[src/rtl/legv8_cu_pkg.sv]
// Shared encodings for the LEGv8 multicycle control unit: opcodes, ALU/PC codes,
// branch conditions, FSM states and control-word field layout.
package legv8_cu_pkg;

  localparam int CW_W      = 25;
  localparam int CW_SA     = 20;
  localparam int CW_SB     = 15;
  localparam int CW_DA     = 10;
  localparam int CW_RW     = 9;
  localparam int CW_MW     = 8;
  localparam int CW_FS     = 3;
  localparam int CW_BSEL   = 2;
  localparam int CW_EN_MEM = 1;
  localparam int CW_EN_ALU = 0;

  localparam logic [10:0] OP_ADD  = 11'b10001011000;
  localparam logic [10:0] OP_ADDS = 11'b10101011000;
  localparam logic [10:0] OP_SUB  = 11'b11001011000;
  localparam logic [10:0] OP_SUBS = 11'b11101011000;
  localparam logic [10:0] OP_AND  = 11'b10001010000;
  localparam logic [10:0] OP_ORR  = 11'b10101010000;
  localparam logic [10:0] OP_EOR  = 11'b11001010000;
  localparam logic [10:0] OP_LDUR = 11'b11111000010;
  localparam logic [10:0] OP_STUR = 11'b11111000000;
  localparam logic [10:0] OP_BR   = 11'b11010110000;
  localparam logic [9:0]  OP_ADDI = 10'b1001000100;
  localparam logic [9:0]  OP_SUBI = 10'b1101000100;
  localparam logic [7:0]  OP_CBZ  = 8'b10110100;
  localparam logic [7:0]  OP_CBNZ = 8'b10110101;
  localparam logic [7:0]  OP_BCND = 8'b01010100;
  localparam logic [5:0]  OP_B    = 6'b000101;

  localparam logic [4:0] FS_AND = 5'b00000;
  localparam logic [4:0] FS_ORR = 5'b00100;
  localparam logic [4:0] FS_ADD = 5'b01000;
  localparam logic [4:0] FS_SUB = 5'b01001;
  localparam logic [4:0] FS_EOR = 5'b01100;

  localparam logic [1:0] PS_HOLD = 2'b00;
  localparam logic [1:0] PS_INC  = 2'b01;
  localparam logic [1:0] PS_BR   = 2'b10;
  localparam logic [1:0] PS_REG  = 2'b11;

  localparam logic [3:0] COND_EQ = 4'b0000;
  localparam logic [3:0] COND_NE = 4'b0001;
  localparam logic [3:0] COND_HS = 4'b0010;
  localparam logic [3:0] COND_LO = 4'b0011;
  localparam logic [3:0] COND_MI = 4'b0100;
  localparam logic [3:0] COND_PL = 4'b0101;
  localparam logic [3:0] COND_VS = 4'b0110;
  localparam logic [3:0] COND_VC = 4'b0111;
  localparam logic [3:0] COND_HI = 4'b1000;
  localparam logic [3:0] COND_LS = 4'b1001;
  localparam logic [3:0] COND_GE = 4'b1010;
  localparam logic [3:0] COND_LT = 4'b1011;
  localparam logic [3:0] COND_GT = 4'b1100;
  localparam logic [3:0] COND_LE = 4'b1101;

  typedef enum logic [1:0] {
    ST_FETCH = 2'd0,
    ST_EXEC  = 2'd1,
    ST_MEM   = 2'd2,
    ST_HALT  = 2'd3
  } state_t;

  function automatic logic [CW_W-1:0] pack_cw(
    input logic [4:0] sa, input logic [4:0] sb, input logic [4:0] da,
    input logic rw, input logic mw, input logic [4:0] fs,
    input logic bsel, input logic en_mem, input logic en_alu);
    logic [CW_W-1:0] cw;
    cw                 = '0;
    cw[CW_SA +: 5]     = sa;
    cw[CW_SB +: 5]     = sb;
    cw[CW_DA +: 5]     = da;
    cw[CW_RW]          = rw;
    cw[CW_MW]          = mw;
    cw[CW_FS +: 5]     = fs;
    cw[CW_BSEL]        = bsel;
    cw[CW_EN_MEM]      = en_mem;
    cw[CW_EN_ALU]      = en_alu;
    return cw;
  endfunction

endpackage

[src/rtl/legv8_cond_eval.sv]
// B.cond resolver: evaluates a 4-bit condition code against registered {V,C,N,Z}.
module legv8_cond_eval
  import legv8_cu_pkg::*;
(
  input  logic [3:0] cond,
  input  logic [3:0] flags,
  output logic       taken
);

  logic v, c, n, z;
  assign v = flags[3];
  assign c = flags[2];
  assign n = flags[1];
  assign z = flags[0];

  always_comb begin
    taken = 1'b1;
    case (cond)
      COND_EQ: taken = z;
      COND_NE: taken = ~z;
      COND_HS: taken = c;
      COND_LO: taken = ~c;
      COND_MI: taken = n;
      COND_PL: taken = ~n;
      COND_VS: taken = v;
      COND_VC: taken = ~v;
      COND_HI: taken = c & ~z;
      COND_LS: taken = ~(c & ~z);
      COND_GE: taken = (n == v);
      COND_LT: taken = (n != v);
      COND_GT: taken = ~z & (n == v);
      COND_LE: taken = ~(~z & (n == v));
      default: taken = 1'b1;
    endcase
  end

endmodule

[src/rtl/legv8_control_fsm.sv]
// LEGv8 multicycle control unit: FETCH -> EXEC -> (LDUR) MEM, decoding a latched IR.
// Optional HALT-on-zero-instruction behaviour and the halted port under LEGV8_CU_HALT_EN.
module legv8_control_fsm
  import legv8_cu_pkg::*;
#(
  parameter int DATA_W  = 64,
  parameter int INSTR_W = 32,
  parameter int XZR     = 31
) (
  input  logic               clock,
  input  logic               reset,
  input  logic [INSTR_W-1:0] instruction,
  input  logic [4:0]         status,
  output logic [CW_W-1:0]    control_word,
  output logic [DATA_W-1:0]  literal,
  output logic               SL,
  output logic [1:0]         PS
`ifdef LEGV8_CU_HALT_EN
  ,
  output logic               halted
`endif
);

  localparam logic [4:0] XZR_SEL = 5'(XZR);

  state_t             state;
  logic [INSTR_W-1:0] ir;

  logic [10:0] op11;
  logic [9:0]  op10;
  logic [7:0]  op8;
  logic [5:0]  op6;
  logic [4:0]  rd, rn, rm;
  logic [DATA_W-1:0] imm12_z, imm9_s, imm19_s, imm26_s;
  logic        cond_taken, cb_taken;

  assign op11 = ir[31:21];
  assign op10 = ir[31:22];
  assign op8  = ir[31:24];
  assign op6  = ir[31:26];
  assign rd   = ir[4:0];
  assign rn   = ir[9:5];
  assign rm   = ir[20:16];

  assign imm12_z = {{(DATA_W-12){1'b0}}, ir[21:10]};
  assign imm9_s  = {{(DATA_W-9){ir[20]}}, ir[20:12]};
  assign imm19_s = {{(DATA_W-19){ir[23]}}, ir[23:5]};
  assign imm26_s = {{(DATA_W-26){ir[25]}}, ir[25:0]};

  legv8_cond_eval u_cond_eval (
    .cond  (ir[3:0]),
    .flags (status[4:1]),
    .taken (cond_taken)
  );

  // CBZ/CBNZ resolve on the live ALU-zero flag of the EXEC cycle
  assign cb_taken = (op8 == OP_CBZ) ? status[0] : ~status[0];

  always_ff @(posedge clock) begin
    if (reset) begin
      state <= ST_FETCH;
      ir    <= '0;
    end else begin
      case (state)
        ST_FETCH: begin
          ir    <= instruction;
          state <= ST_EXEC;
        end
        ST_EXEC: begin
`ifdef LEGV8_CU_HALT_EN
          if (ir == '0)
            state <= ST_HALT;
          else
`endif
          if (op11 == OP_LDUR)
            state <= ST_MEM;
          else
            state <= ST_FETCH;
        end
        ST_MEM:  state <= ST_FETCH;
`ifdef LEGV8_CU_HALT_EN
        default: state <= ST_HALT;
`else
        default: state <= ST_FETCH;
`endif
      endcase
    end
  end

  logic [4:0]        sa, sb, da, fs;
  logic              rw, mw, bsel, en_mem, en_alu, sl_d, cw_zero;
  logic [1:0]        ps_d;
  logic [DATA_W-1:0] lit;

  always_comb begin
    sa = XZR_SEL; sb = XZR_SEL; da = XZR_SEL; fs = FS_AND;
    rw = 1'b0; mw = 1'b0; bsel = 1'b0; en_mem = 1'b0; en_alu = 1'b0;
    sl_d = 1'b0; cw_zero = 1'b1; ps_d = PS_HOLD; lit = '0;
    if (state == ST_EXEC || state == ST_MEM) begin
      cw_zero = 1'b0;
      ps_d    = PS_INC;
      if (op11 inside {OP_ADD, OP_ADDS, OP_SUB, OP_SUBS, OP_AND, OP_ORR, OP_EOR}) begin
        sa = rn; sb = rm; da = rd; rw = 1'b1; en_alu = 1'b1;
        sl_d = (op11 == OP_ADDS) || (op11 == OP_SUBS);
        case (op11)
          OP_SUB, OP_SUBS: fs = FS_SUB;
          OP_AND:          fs = FS_AND;
          OP_ORR:          fs = FS_ORR;
          OP_EOR:          fs = FS_EOR;
          default:         fs = FS_ADD;
        endcase
      end else if (op11 == OP_LDUR) begin
        sa = rn; fs = FS_ADD; bsel = 1'b1; lit = imm9_s;
        if (state == ST_MEM) begin
          da = rd; rw = 1'b1; en_mem = 1'b1;
        end else begin
          ps_d = PS_HOLD;
        end
      end else if (op11 == OP_STUR) begin
        sa = rn; sb = rd; mw = 1'b1; fs = FS_ADD; bsel = 1'b1; lit = imm9_s;
      end else if (op11 == OP_BR) begin
        sa = rn; ps_d = PS_REG;
      end else if (op10 == OP_ADDI || op10 == OP_SUBI) begin
        sa = rn; da = rd; rw = 1'b1; en_alu = 1'b1; bsel = 1'b1; lit = imm12_z;
        fs = (op10 == OP_SUBI) ? FS_SUB : FS_ADD;
      end else if (op8 == OP_CBZ || op8 == OP_CBNZ) begin
        sa = rd; fs = FS_ADD; lit = imm19_s;
        if (cb_taken) ps_d = PS_BR;
      end else if (op8 == OP_BCND) begin
        lit = imm19_s;
        if (cond_taken) ps_d = PS_BR;
      end else if (op6 == OP_B) begin
        lit = imm26_s; ps_d = PS_BR;
      end else begin
        cw_zero = 1'b1;
      end
`ifdef LEGV8_CU_HALT_EN
      if (state == ST_EXEC && ir == '0) ps_d = PS_HOLD;
`endif
    end
  end

  // Reset overrides everything so an aborted LDUR can never write back
  assign control_word = (reset || cw_zero) ? '0 :
                        pack_cw(sa, sb, da, rw && (da != XZR_SEL), mw, fs, bsel, en_mem, en_alu);
  assign literal      = reset ? '0 : lit;
  assign SL           = reset ? 1'b0 : sl_d;
  assign PS           = reset ? PS_HOLD : ps_d;
`ifdef LEGV8_CU_HALT_EN
  assign halted       = ~reset && (state == ST_HALT);
`endif

endmodule

[config.mk]
export PLATFORM = sky130hd
export DESIGN_NAME = legv8_control_fsm
export DESIGN_NICKNAME = d
export VERILOG_FILES = /design/src/rtl/legv8_cu_pkg.sv /design/src/rtl/legv8_cond_eval.sv /design/src/rtl/legv8_control_fsm.sv
export SDC_FILE = /design/constraint.sdc
export NUM_CORES = 1
export LEC_CHECK = 0
export CORE_MARGIN = 5
export CORE_UTILIZATION = 44
export CTS_BUF_LIST = sky130_fd_sc_hd__clkbuf_8
export DETAILED_ROUTE_END_ITERATION = 8
export PLACE_DENSITY = 0.82
export SYNTH_ARGS = -nofsm -noshare
export SYNTH_HDL_FRONTEND = slang
export SYNTH_HIERARCHICAL = 1
export SYNTH_SLANG_ARGS = --single-unit
[constraint.sdc]
create_clock -name clock -period 4.68 [get_ports clock]
set_input_delay 0.936 -clock clock [delete_from_list [all_inputs] [get_ports clock]]
set_output_delay 0.936 -clock clock [all_outputs]
set_load 0.05 [all_outputs]
== Yosys cells after proc, flatten, opt, wreduce, memory -nomap -nowiden ==
Cells that the tools add are included.
Widths: inputs -> output; s select.
Word-level totals
  register bits after elaboration: 34
  input port bits: 39
Cells by class
  equality and inequality tests: 34
  multiplexer cells: 88
  bitwise logic cells: 9
  reduce and logical (&&, ||, !) cells: 10
Operators with widths (count)
  $mux 64: 10
  $eq 11x11->1 const B: 10
  $mux 5: 20
  $mux 1: 36
  $mux 2: 13
  $mux 25: 1
  $eq 4x4->1 const B: 6
  $eq 10x10->1 const B: 2
  $mux 4: 5
  $eq 4x3->1 const B: 4
  $eq 8x8->1 const B: 2
  $pmux 4 s4: 1
  $pmux 1 s14: 1
  $eq 4x2->1 const B: 2
  $eq 8x7->1 const B: 1
  $not 1->1: 7
  $reduce_bool 7->1: 1
  $eq 6x3->1 const B: 1
  $logic_or 1x1->1: 5
  $ne 5x5->1 const B: 1
  $eq 4x1->1 const B: 1
  $logic_not 4->1: 1
  $pmux 2 s2: 1
  $and 1x1->1: 2
  7 further kinds: 7

== Logic depth before layout (Yosys ltp) ==
Gate-level depths: netlist of run 1.
  depth in word-level cells: 14
  depth in mapped cells: 10
  mapped depth without buffers: 9

== Modules after synthesis ==
Netlist of run 1, hierarchy kept.
By module, submodules not included
  legv8_control_fsm: times used 1, cells each 364, area each 2866.5 um2
  legv8_cond_eval: times used 1, cells each 24, area each 177.7 um2

== Worst setup path before layout of run 1 ==
Ideal clock, no wire load.
  kind: input to output
  start point: input reset
  end point: output literal[26]
  arrival: 4.364 ns
  data required time: 3.744 ns
  slack: -0.620 ns
  cell stages on the path: 7
  path buffers: 3
  path through: clkbuf_1 -> nand2b_1 -> a21o_1 -> o21bai_1 -> buf_4 -> a21oi_1 -> buf_4
On the way
  longest elaborated chain between the ends: 1
Ends and longest elaborated chain
  start: declaration: RTL line legv8_control_fsm.sv:11  | input logic reset,
  $mux 64: RTL line legv8_control_fsm.sv:146  | assign literal = reset ? '0 : lit;
  end: declaration: RTL line legv8_control_fsm.sv:15  | output logic [DATA_W-1:0] literal,
No other way between the ends.

== Final worst setup path of run 1 ==
  start point: input status[1]
  end point: output PS[0]
On the way
  longest elaborated chain between the ends: 14
Ends and longest elaborated chain
  start: declaration: RTL line legv8_control_fsm.sv:13  | input logic [4:0] status,
  $not 1->1
  $and 1x1->1, on equally long branches
  $not 1->1, on equally long branches: RTL line legv8_cond_eval.sv:32, legv8_cond_eval.sv:28
  $pmux 1 s14 *: RTL line legv8_cond_eval.sv:18  | case (cond)
  net cond_taken: RTL line legv8_control_fsm.sv:35  | logic cond_taken, cb_taken;
  $mux 2 *: RTL line legv8_control_fsm.sv:131  | if (cond_taken) ps_d = PS_BR;
  $mux 2 *: RTL line legv8_control_fsm.sv:129  | end else if (op8 == OP_BCND) begin
  $mux 2 *: RTL line legv8_control_fsm.sv:126  | end else if (op8 == OP_CBZ || op8 == OP_CBNZ) begin
  $mux 2 *: RTL line legv8_control_fsm.sv:123  | end else if (op10 == OP_ADDI || op10 == OP_SUBI) begin
  $mux 2 *: RTL line legv8_control_fsm.sv:121  | end else if (op11 == OP_BR) begin
  $mux 2 *: RTL line legv8_control_fsm.sv:119  | end else if (op11 == OP_STUR) begin
  $mux 2 *: RTL line legv8_control_fsm.sv:112  | end else if (op11 == OP_LDUR) begin
  $mux 2 *: RTL line legv8_control_fsm.sv:102  | if (op11 inside {OP_ADD, OP_ADDS, OP_SUB, OP_SUBS, OP_AND, OP_ORR, OP_EOR}) begin
  $mux 2 *: RTL line legv8_control_fsm.sv:99  | if (state == ST_EXEC || state == ST_MEM) begin
  $mux 2 *: RTL line legv8_control_fsm.sv:148  | assign PS = reset ? PS_HOLD : ps_d;
  end: declaration: RTL line legv8_control_fsm.sv:17  | output logic [1:0] PS
The timed path passes the listed nets; every way through them passes the cells marked *.

==> flow_summary.json, run 1 <==
{
  "async_reset_ff_share_pct": 0,
  "grt-ovfl-total": 0,
  "p_sw_share_pct": 29.54,
  "ys_top_cells_by_area": "dfxtp_1, buf_4, mux2i_1, nor2_1, a21oi_1",
  "yosysTopAreaCellShare_pct": 22.36,
  "max_cap_violations": 0,
  "seq_area_frac_synth_pct": 22.36,
  "start_kind": "input port",
  "crit_end": "PS[0]",
  "clkLatencyLatePin_ns": 0.29,
  "outcome": "finished clean",
  "path_clk_slew_ns": 0.06,
  "skew_ns": 0.007055,
  "viasPerCell": 6.125,
  "p_comb_share_pct": 20.7,
  "min_path_type": "flip-flop to flip-flop",
  "drt_iter0_markers": 442,
  "antenna_cells": 0,
  "worstReg2RegStart": "ir[24]",
  "grt_use_total_pct": 24.58,
  "synth_edf_count": 0,
  "dp_slack_ns": 0.5484,
  "setup.worst_path.end_class": "primary output",
  "dieArea_um2": 8682,
  "route.antenna.remaining_nets": 0,
  "cts-resized-gates": 0,
  "ys_ff_latch": 34,
  "switching_power_uw": 229.4,
  "final_util_pct": 73.96,
  "routabilityCongestion": 0.9455,
  "nets": 504,
  "pwr-share-seq_pct": 45.2,
  "htreeDepth": 2,
  "intPower_uw": 547.2,
  "setup_ws_ns": 0.5301,
  "grt_pass1_vias": 3217,
  "critPathMaxFanout": 5,
  "hold_violations": 0,
  "syn_area_per_cell_um2": 7.846,
  "clockBufferDepth": 2,
  "worst-endpoint-arrival_ns": 3.21,
  "core_area_um2": 6756,
  "start_util_pct": 45.06,
  "areaGrowthSynthToFinish_pct": 64.16,
  "whs_path_depth": 2,
  "setup.worst_path.start": "status[1]",
  "first_pass_iters": 9,
  "wl_um": 10860,
  "nFillCells": 451,
  "fin_crit_ns": 4.150,
  "peakVddDrop_uv": 111.8,
  "cts_num_sinks": 34,
  "finalCritPeriodShare_pct": 88.67,
  "drive_above_1_share_pct": 25.92,
  "grt_first_pass_wirelength_um": 16990,
  "syn_inst": 388,
  "maxSlewHeadroom_pct": 32.54,
  "die_height_um": 93.18,
  "hold_start": "ir[12]",
  "r2r_slack_ns": 2.74,
  "clock.fmax_ghz": 0.2410,
  "path_class": "input port to primary output",
  "root_buffer": "clkbuf_8",
  "yosys_warnings": 6,
  "cts_tree": "yes",
  "clkPwrFrac_pct": 34.0,
  "avgRoutedWirePerCell_um": 19.99,
  "cp.required_ns": 3.74,
  "yosysTopAreaCell": "dfxtp_1",
  "setup-tns-final_ns": 0,
  "post_cts_buffers": 0,
  "leakage_nw": 1.951,
  "tightest_slew_ns": 1.012,
  "io_pins": 131,
  "row_count": 30,
  "drc": 0,
  "die-width_um": 93.18,
  "power_per_cell_area_nw_per_um2": 155.4,
  "hpwl_um": 8274,
  "setup_viol": 0,
  "post_synth_num_cell_types": 65,
  "synth_area_um2": 3044,
  "antenna_found_initial": 0,
  "reg2reg_depth": 4,
  "grt_max_degree": 40,
  "dr_total_vias": 3326,
  "cts_buffers": 5,
  "grt_setup_unrepaired": "no",
  "slew_viol_final": 0,
  "hold_buffers": 0,
  "portBuffers": 128,
  "synth_ff_type": "dfxtp_1",
  "rr_endpoint": "state[1]"
}
metal layers:
metal	share of wire (%)	up-vias	track usage, %	wire length [µm]
met1	35	1550	29.11	3814
met2	52	229	43.79	5687
met4	3.3	0	9.402	354
met3	9.2	39	4.505	999
met5	0	-	0	0
li1	-	1508	-	-
critical path, cell delays in order:
cell and delay [ns]:
clkdlybuf4s50_1 0.52, and4bb_1 0.23, a311oi_1 0.30, a21oi_1 0.08
a31oi_1 0.17, o21ai_1 0.10, nor3_1 0.39, nor4b_4 0.09
nor2_1 0.22, buf_12 0.17
power groups by stage:
stage                     clock network [mW]  logic [mW]  registers [mW]
after detailed placement                   0       0.159           0.355
after global placement                     0       0.152           0.354
after floorplan                            0       0.110           0.335
final                                  0.264       0.161           0.351
after CTS                              0.262       0.160           0.349
after global routing                   0.274       0.174           0.355
cell usage after synthesis, types with 2 or more instances:
library cell / count
a21o_1: 13
a21oi_1: 30
a221o_1: 2
a221oi_1: 17
a22oi_1: 2
a31oi_1: 2
and2_1: 2
and3_1: 2
and4b_1: 2
buf_2: 8
buf_4: 46
buf_6: 3
clkbuf_1: 12
dfxtp_1: 34
ha_1: 3
inv_1: 5
mux2i_1: 32
nand2_1: 18
nand2b_1: 4
nand3_1: 2
nand3b_1: 3
nand4bb_1: 3
nor2_1: 61
nor2b_1: 3
nor3_1: 8
nor3_2: 2
nor3b_1: 2
nor4bb_1: 2
o21ai_0: 14
o21bai_1: 2
o221ai_1: 5
o22ai_1: 5
o311ai_0: 2
or2_1: 2
or3b_1: 2
or4b_1: 2
xor2_1: 3
sequential cells by signal, summed over array words and instances (netlist names):
signal,count
ir,32
state,2
layout by cell type, fill, tap and decap left out, types with 11 or more instances in the layout:
cell type	instances
o21ai_0	14
a21o_1	13
buf_12	87
buf_4	11
nand2_1	18
mux2i_1	32
a21oi_1	29
nor2_1	61
clkdlybuf4s50_1	38
a221oi_1	17
dfxtp_1	34
cells by family (layout without fill, tap and decap cells):
| group | Yosys count | in the layout | synth area share [%] |
|---|---|---|---|
| fa+ha+maj | 3 | 3 | 1.233 |
| mux | 32 | 32 | 10.52 |
| flops | 34 | 34 | 22.36 |
| compound gates | 107 | 107 | 24.87 |
| simple gates | 132 | 132 | 23.92 |
| xor+xnor | 3 | 3 | 0.8633 |
| buf+inv | 76 | 150 | 16.11 |
| other cells | 1 | 2 | 0.1232 |
final cells by class:
class	instances	area (µm²)	area share, %
Timing Repair Buffer	136	2205	44.12
Multi-Input combinational cell	279	1883	37.68
Sequential cell	34	680.7	13.62
Tap cell	80	100.1	2.003
Clock buffer	5	68.82	1.377
Clock inverter	3	37.54	0.7511
Inverter	6	22.52	0.4507
how the worst min path moves through the flow:
stage | end | slack (ns)
CTS | ir[12] | 0.58
finish | ir[12] | 0.58
global route | ir[11] | 0.62
detailed placement | ir[6] | 0.56
floorplan | ir[10] | 0.50
global placement | ir[10] | 0.55
through the flow:
| stage | hold WS, ns | std cells | cell area (µm²) | total power [mW] |
|---|---|---|---|---|
| final | 0.5779 | 543 | 4997 | 0.7766 |
| after global placement | 0.5534 | 535 | 4891 | 0.5055 |
| after global routing | 0.6191 | 543 | 4997 | 0.8029 |
| after CTS | 0.5761 | 543 | 4997 | 0.7712 |
| after floorplan | 0.5016 | 389 | 3052 | 0.4452 |
| after detailed placement | 0.5618 | 535 | 4891 | 0.5141 |
Note: power is estimated with default switching activity, not from simulation.
==> inputs of run 2 (changes only) <==
--- a/config.mk
+++ b/config.mk
@@ -5,6 +5,7 @@
 export SDC_FILE = /design/constraint.sdc
 export NUM_CORES = 1
 export LEC_CHECK = 0
+export CAP_MARGIN = 5
 export CORE_MARGIN = 5
 export CORE_UTILIZATION = 44
 export CTS_BUF_LIST = sky130_fd_sc_hd__clkbuf_8
==> results of run 2 <==
Same layout as run 1: the final DEF is identical, and so are final timing and power.
==> variant (config.mk and constraints of run 1) <==
The option `LEGV8_CU_HALT_EN` is turned on by a define.
--- a/src/rtl/legv8_control_fsm.sv
+++ b/src/rtl/legv8_control_fsm.sv
@@ -1,5 +1,7 @@
 // LEGv8 multicycle control unit: FETCH -> EXEC -> (LDUR) MEM, decoding a latched IR.
 // Optional HALT-on-zero-instruction behaviour and the halted port under LEGV8_CU_HALT_EN.
+`define LEGV8_CU_HALT_EN
+
 module legv8_control_fsm
   import legv8_cu_pkg::*;
 #(
Behaviour (old outputs only; new: halted): not the same (a bounded check fails within 4 cycles, from zero or initial values and one cycle with reset high).
==> variant against run 1 <==
Total power up 3.7%; sequential cell count unchanged; synthesized area down 1.2%; final area up 0.25%; final cell count down 1.5%; worst setup slack worse by 0.15 ns; wire length up 3.6%; global-route usage up 0.49 points; sequential power up 3%; highest routed layer unchanged.
==> variant: results <==
group,metric,value,unit
routing,dr_total_vias,3367,
sta,max_slew_margin,0.2957,
layout,drive_gt1_frac,0.2593,
placed_design,postPlaceCellArea,4897,sq um
global_routing,grt_pass1_vias,3212,
routing,route.met2.wl,5726,microns
pwr,peakVddDrop,116.7,uV
min_path,whs_endpoint,"ir[5]",
routing,drtPass1Iterations,7,
setup_path,r2r_end,"ir[12]",
routing,wl_per_cell,21.03,microns
min_path,min_from,"ir[5]",
layout,fillers,438,
setup_path,r2r_start,"state[1]",
yosys,synth_area_leaders,"dfxtp_1, mux2i_1, buf_4",
global_routing,grt_pass1_wl,17180,microns
pwr,leakage,0.001919,uW
yosys,ys_seq_area_frac,0.2263,
setup_path,crit_slowest_cell,"nor4bb_1",
status,outcome,"finished clean",
yosys,ys_top_cells_by_count,"nor2_1, buf_4, dfxtp_1, mux2i_1, a21oi_1",
sta,skew,0.006812,ns
routing,m1WireLength,4135,microns
placed_design,dpl.hpwl,8121,microns
clock_network,post_cts_resized,0,
routing,wl_met3,1023,microns
setup_path,slowest_delay,0.62,ns
setup_path,arrival,3.36,ns
global_routing,gr-usage-all-layers,0.2507,
placed_design,place_congestion,0.9325,
setup_path,rrSetupSlack,2.77,ns
routing,first_iter_violations,543,
placed_design,port_buffers,129,
setup_path,path_max_fanout,3,
layout,antenna_cells,0,
[variant: changes by cell type after synthesis, sizes merged, moves of 7 or more]
| cell | run 1 | this run |
|---|---|---|
| nor3 | 11 | 4 |
| nor2 | 62 | 48 |
| clkbuf | 12 | 23 |
| o221a | 0 | 10 |
| a21o | 13 | 0 |
| buf | 58 | 47 |
| o21ai | 16 | 25 |
[variant: worst max-delay path: cells and delay by family]
family                 cells  cell delay (ns)
buffers and inverters      2             0.68
XOR/XNOR                   1             0.21
AND/OR/NAND/NOR            2             0.72
AO/OA/AOI/OAI              4             0.82
[variant: worst max-delay path by stage]
stage | cells after the start | startpoint | endpoint | slack (ns)
2_1_floorplan | 7 | reset | literal[26] | 0.34
3_3_place_gp | 9 | status[1] | PS[0] | 0.48
3_5_place_dp | 9 | status[1] | PS[0] | 0.46
4_1_cts | 9 | status[1] | PS[0] | 0.45
5_1_grt | 9 | status[2] | PS[0] | 0.28
6_report | 9 | status[2] | PS[0] | 0.38
[variant: kinds of logic (layout without fill, tap and decap cells)]
kind of cell    count (synthesis)  after routing  share of synthesized area
fa+ha+maj                       5              5                    0.02080
buf+inv                        76            149                     0.1539
mux                            33             33                     0.1098
flops                          34             34                     0.2263
compound gates                100            100                     0.2371
other cells                     1              2                   0.001247
simple gates                  128            128                     0.2392
xor+xnor                        4              4                    0.01165
[variant: routing by layer]
metal,vias to the layer above,global-route usage
met5,-,0
met4,0,0.09035
met3,51,0.05037
met2,250,0.4483
met1,1561,0.2951
li1,1505,-
[variant: power groups by stage]
| stage | registers [uW] | logic [uW] | clock network [uW] |
|---|---|---|---|
| after floorplan | 339 | 110 | 0 |
| after global placement | 364 | 150 | 0 |
| after detailed placement | 366 | 156 | 0 |
| after CTS | 360 | 157 | 283 |
| after global routing | 365 | 169 | 300 |
| final | 363 | 158 | 283 |
[variant: per-stage QoR]
| stage | worst slack [ns] | hold WS [ns] | total power, uW | utilization | instances |
|---|---|---|---|---|---|
| 2_1_floorplan | 0.3391 | 0.5239 | 448.8 | - | 382 |
| 3_3_place_gp | 0.4775 | 0.5614 | 514.4 | 0.7289 | 528 |
| 4_1_cts | 0.4537 | 0.5978 | 800.4 | 0.7456 | 535 |
| 6_report | 0.3794 | 0.6012 | 805.1 | 0.7456 | 535 |
| 3_5_place_dp | 0.4563 | 0.5870 | 521.6 | 0.7289 | 528 |
| 5_1_grt | 0.2754 | 0.6394 | 834.7 | 0.7456 | 535 |
[variant: final cells by class]
| cell class | count | share of cell area |
|---|---|---|
| Timing Repair Buffer | 136 | 0.4431 |
| Clock buffer | 6 | 0.01648 |
| Sequential cell | 34 | 0.1359 |
| Inverter | 6 | 0.004496 |
| Tap cell | 80 | 0.01998 |
| Multi-Input combinational cell | 272 | 0.3741 |
| Clock inverter | 1 | 0.005994 |
